**config.mk**
```make
export PLATFORM = sky130hd
export DESIGN_NAME = sipo_deser
export DESIGN_NICKNAME = d
export VERILOG_FILES = /design/src/rtl/sipo_deser.sv
export SDC_FILE = /design/constraint.sdc
export NUM_CORES = 1
export LEC_CHECK = 0
export BUFFER_PORTS_ARGS = -buffer_cell sky130_fd_sc_hd__buf_2
export CORE_MARGIN = 2
export CORE_UTILIZATION = 40
export DETAILED_ROUTE_END_ITERATION = 10
export PLACE_DENSITY_LB_ADDON = 0.1
export SLEW_MARGIN = 10
export SYNTH_ARGS = -nofsm -noshare
export SYNTH_HDL_FRONTEND = slang
export SYNTH_SLANG_ARGS = --single-unit
```
**constraint.sdc**
```tcl
create_clock -name clk -period 2.9 [get_ports clk]
set_clock_uncertainty 0.2 [all_clocks]
set_input_delay 0.435 -clock clk [delete_from_list [all_inputs] [get_ports clk]]
set_output_delay 0.435 -clock clk [all_outputs]
set_load 0.005 [all_outputs]
```
**src/rtl/sipo_deser.sv**
```systemverilog
// Serial-in parallel-out deserializer: assembles WIDTH-bit words MSB first from din.
// Define SIPO_PARITY_EN to append one even-parity bit per frame and report par_err.
module sipo_deser #(
    parameter int WIDTH = 4,
    parameter int CNT_W = 3
) (
    input  logic             clk,
    input  logic             reset,
    input  logic             din,
    input  logic             shift_en,
    input  logic             clear,
    output logic [WIDTH-1:0] dout,
    output logic             valid,
    output logic             busy,
    output logic             par_err
);

    // valid is a one-cycle strobe with no back-pressure: dout changes on the same
    // edge valid rises, and the consumer must take the word in that cycle.

    typedef enum logic [1:0] {
        IDLE   = 2'd0,
        SHIFT  = 2'd1,
        PARITY = 2'd2
    } state_t;

    localparam logic [CNT_W-1:0] LAST = CNT_W'(WIDTH - 1);

    state_t           state;
    logic [CNT_W-1:0] count;

`ifdef SIPO_PARITY_EN
    logic [WIDTH-1:0] shreg;
    logic             par_err_q;

    assign par_err = par_err_q;

    always_ff @(posedge clk) begin
        if (reset) begin
            shreg     <= '0;
            count     <= '0;
            state     <= IDLE;
            dout      <= '0;
            valid     <= 1'b0;
            busy      <= 1'b0;
            par_err_q <= 1'b0;
        end else if (clear) begin
            shreg <= '0;
            count <= '0;
            state <= IDLE;
            valid <= 1'b0;
            busy  <= 1'b0;
        end else begin
            valid <= 1'b0;
            if (shift_en) begin
                if (state == PARITY) begin
                    // din is the parity bit here; it never enters the data word.
                    dout      <= shreg;
                    par_err_q <= (^shreg) ^ din;
                    valid     <= 1'b1;
                    count     <= '0;
                    shreg     <= '0;
                    state     <= IDLE;
                    busy      <= 1'b0;
                end else begin
                    shreg <= {shreg[WIDTH-2:0], din};
                    count <= count + CNT_W'(1);
                    state <= (count == LAST) ? PARITY : SHIFT;
                    busy  <= 1'b1;
                end
            end
        end
    end
`else
    // Only WIDTH-1 bits need storing: the final bit goes straight into dout.
    logic [WIDTH-2:0] shreg;
    logic [WIDTH-1:0] word_next;

    assign word_next = {shreg, din};
    assign par_err   = 1'b0;

    always_ff @(posedge clk) begin
        if (reset) begin
            shreg <= '0;
            count <= '0;
            state <= IDLE;
            dout  <= '0;
            valid <= 1'b0;
            busy  <= 1'b0;
        end else if (clear) begin
            shreg <= '0;
            count <= '0;
            state <= IDLE;
            valid <= 1'b0;
            busy  <= 1'b0;
        end else begin
            valid <= 1'b0;
            if (shift_en) begin
                if (state == SHIFT && count == LAST) begin
                    dout  <= word_next;
                    valid <= 1'b1;
                    count <= '0;
                    shreg <= '0;
                    state <= IDLE;
                    busy  <= 1'b0;
                end else begin
                    shreg <= word_next[WIDTH-2:0];
                    count <= count + CNT_W'(1);
                    state <= SHIFT;
                    busy  <= 1'b1;
                end
            end
        end
    end
`endif

endmodule

```
### After elaboration in Yosys (flattened, before gate mapping)

Cells that the tools add are included.
W data, S select, Z words.

* bits in registers: 14
* latch bits: 0
* memory bits (writable): 0
* bits in read-only memories: 0
* input port bits: 5
* output and inout port bits: 7
* memories: 0

* add/sub/neg operators: 1
* multipliers: 0
* div/mod/pow operators: 0
* magnitude comparators: 0
* eq/ne operators: 2
* shift-type cells: 0
* mux-type cells: 5
* bitwise gates (word level): 2
* reduce and logical (&&, ||, !) cells: 4

Operator list (count)
* $mux W3: 2
* $add A3 B1 Y3 const B: 1
* $eq A3 B2 Y1 const B: 1
* $mux W1: 3
* $reduce_and A3 Y1: 1
* $reduce_or A3 Y1: 1
* $eq A2 B1 Y1 const B: 1
* $not A1 Y1: 2
* $reduce_or A2 Y1: 1
* $logic_and A1 B1 Y1: 1

### Depth between registers and ports, before layout

Gate-level depths: netlist (run 1).

* word-level depth: 3
* depth in mapped cells: 4

### Worst setup path after synthesis (run 1)

OpenSTA, ideal clock, no wires.

* path type: reg-to-reg
* start: register count[0]
* end: register dout[0]
* setup time: 0.072 ns
* data arrival time: 0.999 ns
* slack: 1.630 ns
* stages on the path, launching flop included: 5
* buffers on the path: 0
* period minus slack after synthesis: 1.270 ns
* cell sequence: dfxtp_1 > ha_1 > nand4b_4 > nor2_8 > mux2i_1

* longest elaborated chain between the ends: 3

Ends and longest elaborated chain
* from (decl): line 30 `logic [CNT_W-1:0] count;`
* from (signal assigned): line 108 `count <= count + CNT_W'(1);`
* $eq A3 B2 Y1: line 99 `if (state == SHIFT && count == LAST) begin`
* $logic_and A1 B1 Y1: line 99
* $reduce_and A3 Y1 (no source line)
* to (signal assigned): line 100 `dout <= word_next;`
* to (decl): line 12 `output logic [WIDTH-1:0] dout,`

No other way between the ends.
A chain may end at the register's enable or synchronous reset.

### Final worst setup path (run 1)

* start: register busy
* end: output port busy

RTL lines
* from (decl): line 14 `output logic busy,`
* from (signal assigned): line 89 `busy <= 1'b0;`
* from (signal assigned): line 95 `busy <= 1'b0;`
* from (signal assigned): line 105 `busy <= 1'b0;`

No word-level cell between the ends.

==> summary.md, run 1 <==
| Metric | Value |
|---|---|
| Comb power frac | `0.055` |
| Max-Cap Viols | `0` |
| HP Class | `in2reg` |
| Grt total ovfl | `0` |
| Status | `finished, final reports clean` |
| Area of the multi-input gates | `around 290 sq um` |
| CP Launch Type | `flip-flop` |
| Clock Sinks | `12` |
| Ports | `12` |
| Part of the cycle the worst path needs | `0.513` |
| WP data required | `2.27 ns` |
| Dpl cell area | `594 sq um` |
| CP delay by family, top | `flip-flops` |
| Critical Path, Cell by Cell | `buf_2` |
| Most common cell after layout, fill and taps aside | `nand2b_1` |
| Syn Std Cell Area | `556 sq um` |
| Yosys top cell by area | `dfxtp_1` |
| I/O Buffers | `10` |
| Post_cts resized | `0` |
| Reg2Reg Setup Slack | `1.54 ns` |
| Vias in the first global route | `348` |
| Area share of the largest cell type after synthesis | `0.432` |
| Nets | `between 70 and 80` |
| Commonest cells after routing, fill and taps aside | `13 x nand2b_1, 12 x dfxtp_1, 10 x buf_2` |
| Sum of buffers and inverters on the critical path | `1` |
| Max IR drop VDD | `401 uV` |
| CP Class | `reg2out` |
| Slowest cell on the critical path | `dfxtp_1` |
| Crit-path max FO | `5` |
| Drt drc | `0` |
| Gr usage total | `0.132` |
| Worst-path clk slew | `0.08 ns` |
| Clock power share | `0.416` |
| Switching share of power | `0.214` |
| Layout Area Growth over Synthesis | `13.5%` |
| Max Transition Viols Final | `0` |
| Fillers | `~130` |
| Clk_lat worst skew | `between 0.2 and 0.3 ns` |
| Post-Syn Instances | `55` |
| Worst hold slack | `0.223 ns` |
| Final hold violation count | `0` |
| Cts hold-fix bufs | `0` |
| DP HPWL | `598 microns` |
| Internal | `around 0.25 mW` |
| Die Area | `1700 sq um` |
| Core area | `1300 sq um` |
| PwrDens | `roughly 510 nW/um^2` |
| Fin crit period | `1.49 ns` |
| Initial core utilization | `0.427` |
| Largest net degree at the start of global routing | `14` |
| Total leakage power | `0.274 nW` |
| Avg Vias per Cell | `4.64` |
| Register area | `between 200 and 250 sq um` |
| Final wirelength | `814 microns` |
| Root buf cell | `clkbuf_4` |
| First-pass GRT wire length | `roughly 1400 microns` |
| Synth Register Bits | `12` |
| Finished Cell Area | `roughly 630 sq um` |
| Syn Area/Cell | `~10 sq um` |
| Sequential share of power | `0.528` |
| Max Clock Freq | `about 0.67 GHz` |
| Critical Path Max Stage Delay | `0.43 ns` |
| Die H | `41.3 microns` |
| CP arrival | `0.85 ns` |
| Switching pwr | `0.0684 mW` |
| Num CTS Buffers | `3` |
| Setup TNS Final | `0 ns` |
| Drt initial violations | `1` |
| Diode count | `0` |
| Distinct cells, synth | `17` |
| Max Root-Sink Buffers | `2` |
| Synth area leaders | `dfxtp_1 43%, nand2b_1 15%, mux2i_1 9.0%, nand4b_4 4.3%, buf_6 4.1%` |
| Post-CTS Setup Inserts | `0` |
| Syn Nets | `61` |
| Antenna violations before repair | `0` |
| CTS tree | `built` |
| DR pass1 iterations | `2` |
| Post-synthesis sequential area ratio | `0.432` |
| Post-DRT Antenna Nets | `0` |
| CTS H-tree depth | `1` |
| Final setup violation count | `0` |
| Floorplan row count | `13` |
| Die W | `41.3 microns` |
| Placer Congestion | `0.666` |
| CP endpoint kind | `output port` |
| DR vias | `376` |
| DR WL/cell | `10.0 microns` |
| Ys Warns | `0` |
| Share of cells above drive strength 1 | `0.258` |
| RSZ-0062 raised after global routing | `no` |
==> layout make-up <==
cell class / instances / area share
Multi-Input combinational cell: 40 / 0.452
Clock buffer: 4 / 0.0575
Sequential cell: 12 / 0.381
Timing Repair Buffer: 10 / 0.0794
Tap cell: 15 / 0.0298
==> worst paths after layout <==
kind | from | end | cells past startpoint
worst max register to register | count[0]$_SDFFE_PP0P_ | dout[0]$_SDFFE_PP0P_ | 4
worst min-delay path | din | shreg[0]$_SDFFE_PP0P_ | 3
worst max-delay path | busy$_SDFFE_PP0P_ | busy | 1
worst min register to register | dout[3]$_SDFFE_PP0P_ | dout[3]$_SDFFE_PP0P_ | 2
==> cells in the mapped netlist, drive strengths merged <==
master,count
buf,3
a21oi,5
ha,1
nor2,5
dfxtp,12
nand4b,1
o21ai,1
nand3,4
conb,1
mux2i,5
or2,1
nand2,1
nand2b,13
nand3b,2
==> registers in the layout, indices dropped and copies added, names as in the netlist <==
signal / cells
dout: 4
count: 3
shreg: 3
busy: 1
valid: 1
==> per-stage QoR <==
stage	util	std cells	power (mW)	setup slack (ns)
final	0.485	81	0.319	1.41
after global placement	0.457	77	0.190	1.47
after CTS	0.485	81	0.325	1.40
after global routing	0.485	81	0.335	1.35
after detailed placement	0.457	77	0.190	1.46
after floorplan	-	55	0.186	1.63
==> kinds of logic (layout without fill, tap and decap cells) <==
logic type,Yosys count,in the layout,synth area share
AND/OR/NAND/NOR,27,27,0.333
multiplexers,5,5,0.0901
AO/OA/AOI/OAI,6,6,0.0608
other,1,1,0.00675
adder cells (fa/ha/maj),1,1,0.0225
flip-flops,12,12,0.432
buffers and inverters,3,14,0.0541
==> power groups by stage <==
stage / clock network (mW) / logic [mW] / registers (mW)
finish: 0.133 / 0.0177 / 0.169
global placement: 0 / 0.0176 / 0.173
detailed placement: 0 / 0.0177 / 0.173
floorplan: 0 / 0.0138 / 0.172
global route: 0.146 / 0.0200 / 0.169
CTS: 0.139 / 0.0178 / 0.169
==> layer usage <==
| layer | part of all wire | GRT usage |
|---|---|---|
| met1 | 0.50 | 0.144 |
| met2 | 0.44 | 0.219 |
| met3 | 0.057 | 0.0652 |
| met4 | 0 | 0.0484 |
| met5 | 0 | 0 |
Power figures use the tool's default switching activity.
==> inputs of run 2 (changes only) <==
==> constraint.sdc (replaced) <==
create_clock -name clk -period 1.3 [get_ports clk]
set_clock_uncertainty 0.2 [all_clocks]
set_input_delay 0.195 -clock clk [delete_from_list [all_inputs] [get_ports clk]]
set_output_delay 0.195 -clock clk [all_outputs]
set_load 0.005 [all_outputs]
==> summary.md, run 2 (synthesized netlist as in run 1, its figures left out) <==
| Metric | Value |
|---|---|
| Status | `finished, final reports clean` |
| Grt total ovfl | `0` |
| Worst-path clk slew | `0.07 ns` |
| CP Class | `reg2reg` |
| PnR worst setup slack | `0.0402 ns` |
| PwrDens | `968 nW/um^2` |
| CP Launch Type | `flip-flop` |
| Biggest register | `dout` |
| Die W | `41.3 microns` |
| Switching pwr | `about 0.14 mW` |
| I/O Buffers | `10` |
| Layout Area Growth over Synthesis | `20.5%` |
| Pre-CTS setup slack | `-0.0520 ns` |
| Root buf cell | `clkbuf_4` |
| Ports | `12` |
| Hold Path Stages | `3` |
| Comb power frac | `0.073` |
| Final wirelength | `939 microns` |
| Sequential share of power | `0.584` |
| Placer Congestion | `0.615` |
| RSZ-0062 raised after global routing | `yes` |
| DR vias | `between 300 and 400` |
| Finished Core Util | `0.514` |
| First-pass GRT wire length | `roughly 1500 microns` |
| Drt initial violations | `1` |
| DR pass1 iterations | `2` |
| Vias in the first global route | `335` |
| Commonest cells after routing, fill and taps aside | `13 x nand2b_1, 10 x buf_2, 9 x dfxtp_1` |
| Clock Sinks | `12` |
| Internal | `0.504 mW` |
| Most common cell after layout, fill and taps aside | `nand2b_1` |
| Drt drc | `0` |
| Gr usage total | `0.140` |
| Register area | `between 200 and 250 sq um` |
| Nets | `77` |
| Die H | `41.3 microns` |
| Area of the multi-input gates | `302 sq um` |
| CTS tree | `built` |
| Diode count | `0` |
| CP endpoint kind | `flip-flop` |
| Max Transition Viols Final | `0` |
| WP data required | `between 1 and 1.5 ns` |
| CP arrival | `between 1 and 1.5 ns` |
| Max Root-Sink Buffers | `2` |
| Final hold violation count | `0` |
| Antenna violations before repair | `0` |
| Post-Place Cells | `79` |
| Fin crit period | `1.26 ns` |
| GR Layer Usage met2 | `0.188` |
| Max-Cap Viols | `0` |
| Post-DRT Antenna Nets | `0` |
| Crit-path max FO | `3` |
| Floorplan row count | `13` |
| Initial core utilization | `0.427` |
| Final std cells w/o fill | `between 80 and 90` |
| Fillers | `133` |
| Part of the cycle the worst path needs | `0.969` |
| Share of cells above drive strength 1 | `0.348` |
| CTS H-tree depth | `1` |
| HP Class | `in2reg` |
| Met1 usage | `0.193` |
| Largest net degree at the start of global routing | `11` |
| Biggest regs | `dout (4), count (3), shreg (3)` |
| Largest register FFs | `4` |
| Total leakage power | `around 0.28 nW` |
| Die Area | `roughly 1700 sq um` |
| Max IR drop VDD | `407 uV` |
| Depth of the worst register-to-register path | `5` |
| Core area | `about 1300 sq um` |
| Met3 usage | `0.0326` |
| Clk_lat worst skew | `0.27 ns` |
| DR WL/cell | `about 11 microns` |
| Avg Vias per Cell | `4.62` |
| Num CTS Buffers | `3` |
| Final setup violation count | `0` |
| GRT Max-Usage Layer | `met1` |
| Max Clock Freq | `0.794 GHz` |
| Clock power share | `0.342` |
| DP HPWL | `672 microns` |
| Switching share of power | `0.222` |
| Worst hold slack | `0.0720 ns` |
-- run 2: worst paths after layout --
check / end / slack, ns / from
worst min-delay path: dout[2]$_SDFFE_PP0P_ / 0.07 / reset
worst max-delay path: busy$_SDFFE_PP0P_ / 0.04 / count[0]$_SDFFE_PP0P_
worst min register to register: dout[1]$_SDFFE_PP0P_ / 0.27 / dout[1]$_SDFFE_PP0P_
worst max register to register: busy$_SDFFE_PP0P_ / 0.04 / count[0]$_SDFFE_PP0P_
-- run 2: power by group through the flow --
| stage | sequential, mW | combinational (mW) | clock [mW] |
|---|---|---|---|
| 2_1_floorplan | 0.385 | 0.0308 | 0 |
| 3_3_place_gp | 0.385 | 0.0439 | 0 |
| 3_5_place_dp | 0.385 | 0.0446 | 0 |
| 4_1_cts | 0.378 | 0.0477 | 0.235 |
| 5_1_grt | 0.380 | 0.0536 | 0.249 |
| 6_report | 0.379 | 0.0475 | 0.222 |
-- run 2: final cells by class --
| cell class | count | area share |
|---|---|---|
| Clock buffer | 3 | 0.0336 |
| Sequential cell | 12 | 0.364 |
| Timing Repair Buffer | 14 | 0.123 |
| Tap cell | 15 | 0.0280 |
| Multi-Input combinational cell | 40 | 0.450 |
-- run 2: metrics by stage --
stage	area [sq um]	TNS, ns	total power [mW]
2_1_floorplan	556	0	0.415
3_3_place_gp	609	-0.0361	0.429
3_5_place_dp	609	-0.158	0.430
4_1_cts	664	0	0.661
5_1_grt	669	-0.0833	0.682
6_report	669	0	0.648
-- run 2: metal layers --
metal,part of all wire,up-vias
met3,0.042,2
met1,0.52,168
li1,-,212
met5,0,-
met2,0.43,6
met4,0.011,0
-- run 2: worst max-delay path: stages, from the launching register on --
cell and delay [ns]:
dfxtp_2 0.36, ha_4 0.16, nand4b_4 0.14, buf_4 0.16, o21ai_0 0.07, nor2_1 0.05
-- run 2: repair_timing --
item / CTS / global route
hold endpoints to repair: 2 / 0
setup endpoints to repair: 8 / 10
setup buffers: 1 / 0
pin swaps: 1 / 5
cloned: 0 / 0
hold buffers: 1 / 0
gates resized for setup: 4 / 2
==> inputs of run 3 (changes only) <==
--- a/config.mk
+++ b/config.mk
@@ -7,7 +7,8 @@
 export LEC_CHECK = 0
 export BUFFER_PORTS_ARGS = -buffer_cell sky130_fd_sc_hd__buf_2
 export CORE_MARGIN = 2
-export CORE_UTILIZATION = 40
+export CORE_UTILIZATION = 35
+export CTS_BUF_LIST = sky130_fd_sc_hd__clkbuf_4 sky130_fd_sc_hd__clkbuf_8
 export DETAILED_ROUTE_END_ITERATION = 10
 export PLACE_DENSITY_LB_ADDON = 0.1
 export SLEW_MARGIN = 10
==> summary.md, run 3 (synthesized netlist as in run 1, its figures left out) <==
| Metric | Value |
|---|---|
| Clock power share | `0.416` |
| RR Endpoint | `dout[2]$_SDFFE_PP0P_` |
| Core area | `roughly 1500 sq um` |
| Placer Congestion | `0.684` |
| Antenna violations before repair | `0` |
| CP Class | `reg2reg` |
| CP endpoint kind | `flip-flop` |
| Largest register FFs | `4` |
| Final hold violation count | `0` |
| PwrDens | `1070 nW/um^2` |
| Vias in the first global route | `352` |
| Hold Path Stages | `3` |
| Crit-path max FO | `4` |
| Initial core utilization | `0.373` |
| DP HPWL | `662 microns` |
| Final setup violation count | `0` |
| Biggest regs | `dout (4), count (3), shreg (3)` |
| Worst hold slack | `0.0457 ns` |
| Biggest register | `dout` |
| Pre-CTS setup slack | `-0.0363 ns` |
| DR vias | `402` |
| Largest net degree at the start of global routing | `12` |
| Total leakage power | `0.291 nW` |
| Fin crit period | `1.26 ns` |
| WHS Endpoint | `busy$_SDFFE_PP0P_` |
| Die W | `43.8 microns` |
| Drt initial violations | `6` |
| Max Transition Viols Final | `0` |
| Final wirelength | `941 microns` |
| Max Clock Freq | `0.791 GHz` |
| Diode count | `0` |
| Most common cell after layout, fill and taps aside | `nand2b_1` |
| Clock Sinks | `12` |
| CP Launch Type | `flip-flop` |
| Max IR drop VDD | `431 uV` |
| Share of cells above drive strength 1 | `0.343` |
| Grt total ovfl | `0` |
| Sequential share of power | `0.521` |
| WP data required | `~1.3 ns` |
| Clk_lat worst skew | `approximately 0.27 ns` |
| Comb power frac | `0.064` |
| Reg2Reg Setup Slack | `0.04 ns` |
| Avg Vias per Cell | `roughly 4.7` |
| Floorplan row count | `14` |
| Depth of the worst register-to-register path | `4` |
| Switching share of power | `0.220` |
| Worst r2r src | `count[0]$_SDFFE_PP0P_` |
| Max-Cap Viols | `0` |
| Tot Pwr | `0.726 mW` |
| Min-delay src | `shift_en` |
| Root buf cell | `clkbuf_4` |
| HP Class | `in2reg` |
| First-pass GRT wire length | `1530 microns` |
| Gr usage total | `0.113` |
| DR WL/cell | `10.9 microns` |
| Status | `finished, final reports clean` |
| I/O Buffers | `10` |
| Worst-path clk slew | `0.08 ns` |
| Max Root-Sink Buffers | `2` |
| Nets | `77` |
| CTS H-tree depth | `1` |
| Commonest cells after routing, fill and taps aside | `13 x nand2b_1, 10 x buf_2, 9 x dfxtp_1` |
| CTS tree | `built` |
| Internal | `0.566 mW` |
| Part of the cycle the worst path needs | `0.972` |
| Post-DRT Antenna Nets | `0` |
| Die H | `approximately 44 microns` |
| Die Area | `1920 sq um` |
| Drt drc | `0` |
| Ports | `12` |
| CP arrival | `1.27 ns` |
| DR pass1 iterations | `4` |
| Layout Area Growth over Synthesis | `22.5%` |
| Switching pwr | `about 0.16 mW` |
| RSZ-0062 raised after global routing | `yes` |
| PnR worst setup slack | `0.0360 ns` |
| Num CTS Buffers | `3` |
run 3: cell types whose count changed in the layout (fill, tap and decap cells not counted), sizes merged:
cell and delta:
clkbuf +1
run 3: final cells by class:
class,instances,area [sq um]
Timing Repair Buffer,14,82.6
Multi-Input combinational cell,40,298
Clock buffer,4,36.3
Sequential cell,12,244
Tap cell,16,20.0
Fill cell,145,808
run 3: what timing repair did:
item                       in CTS  in global routing
hold buffers                    1                  0
hold endpoints to repair        2                  0
gates cloned                    0                  0
gates resized for setup         4                  1
setup endpoints to repair       7                  5
buffers inserted                0                  1
pin swaps                       2                  2
run 3: worst max-delay path: stages, from the launching register on:
cell      delay (ns)
dfxtp_2         0.36
ha_4            0.16
nand4b_4        0.14
nor2_8          0.15
mux2i_1         0.19
run 3: how the worst max path moves through the flow:
stage,startpoint,to,depth (start not counted)
2_1_floorplan,count[0]$_SDFFE_PP0P_,dout[0]$_SDFFE_PP0P_,4
3_3_place_gp,count[0]$_SDFFE_PP0P_,dout[3]$_SDFFE_PP0P_,4
3_5_place_dp,count[0]$_SDFFE_PP0P_,dout[2]$_SDFFE_PP0P_,4
4_1_cts,count[1]$_SDFFE_PP0P_,dout[2]$_SDFFE_PP0P_,4
5_1_grt,count[0]$_SDFFE_PP0P_,dout[2]$_SDFFE_PP0P_,4
6_report,count[0]$_SDFFE_PP0P_,dout[2]$_SDFFE_PP0P_,4
run 3: metal layers:
| layer | share of wire | wire [microns] | global-route usage |
|---|---|---|---|
| met2 | 0.44 | 418 | 0.162 |
| met4 | 0.029 | 27 | 0.0727 |
| met5 | 0 | 0 | 0 |
| met3 | 0.047 | 44 | 0.0375 |
| met1 | 0.48 | 450 | 0.142 |
run 3: per-stage QoR:
step           instances  cell area (sq um)   util  TNS, ns
2_1_floorplan         55                556      -        0
3_3_place_gp          80                611  0.410  -0.0576
3_5_place_dp          80                611  0.410   -0.122
4_1_cts               85                672  0.451  -0.0256
5_1_grt               86                681  0.457   -0.133
6_report              86                681  0.457        0
run 3: power groups by stage:
stage | clock, mW | combinational [mW] | sequential (mW)
finish | 0.302 | 0.0462 | 0.378
global placement | 0 | 0.0443 | 0.385
global route | 0.330 | 0.0515 | 0.379
detailed placement | 0 | 0.0441 | 0.385
floorplan | 0 | 0.0308 | 0.385
CTS | 0.315 | 0.0471 | 0.378
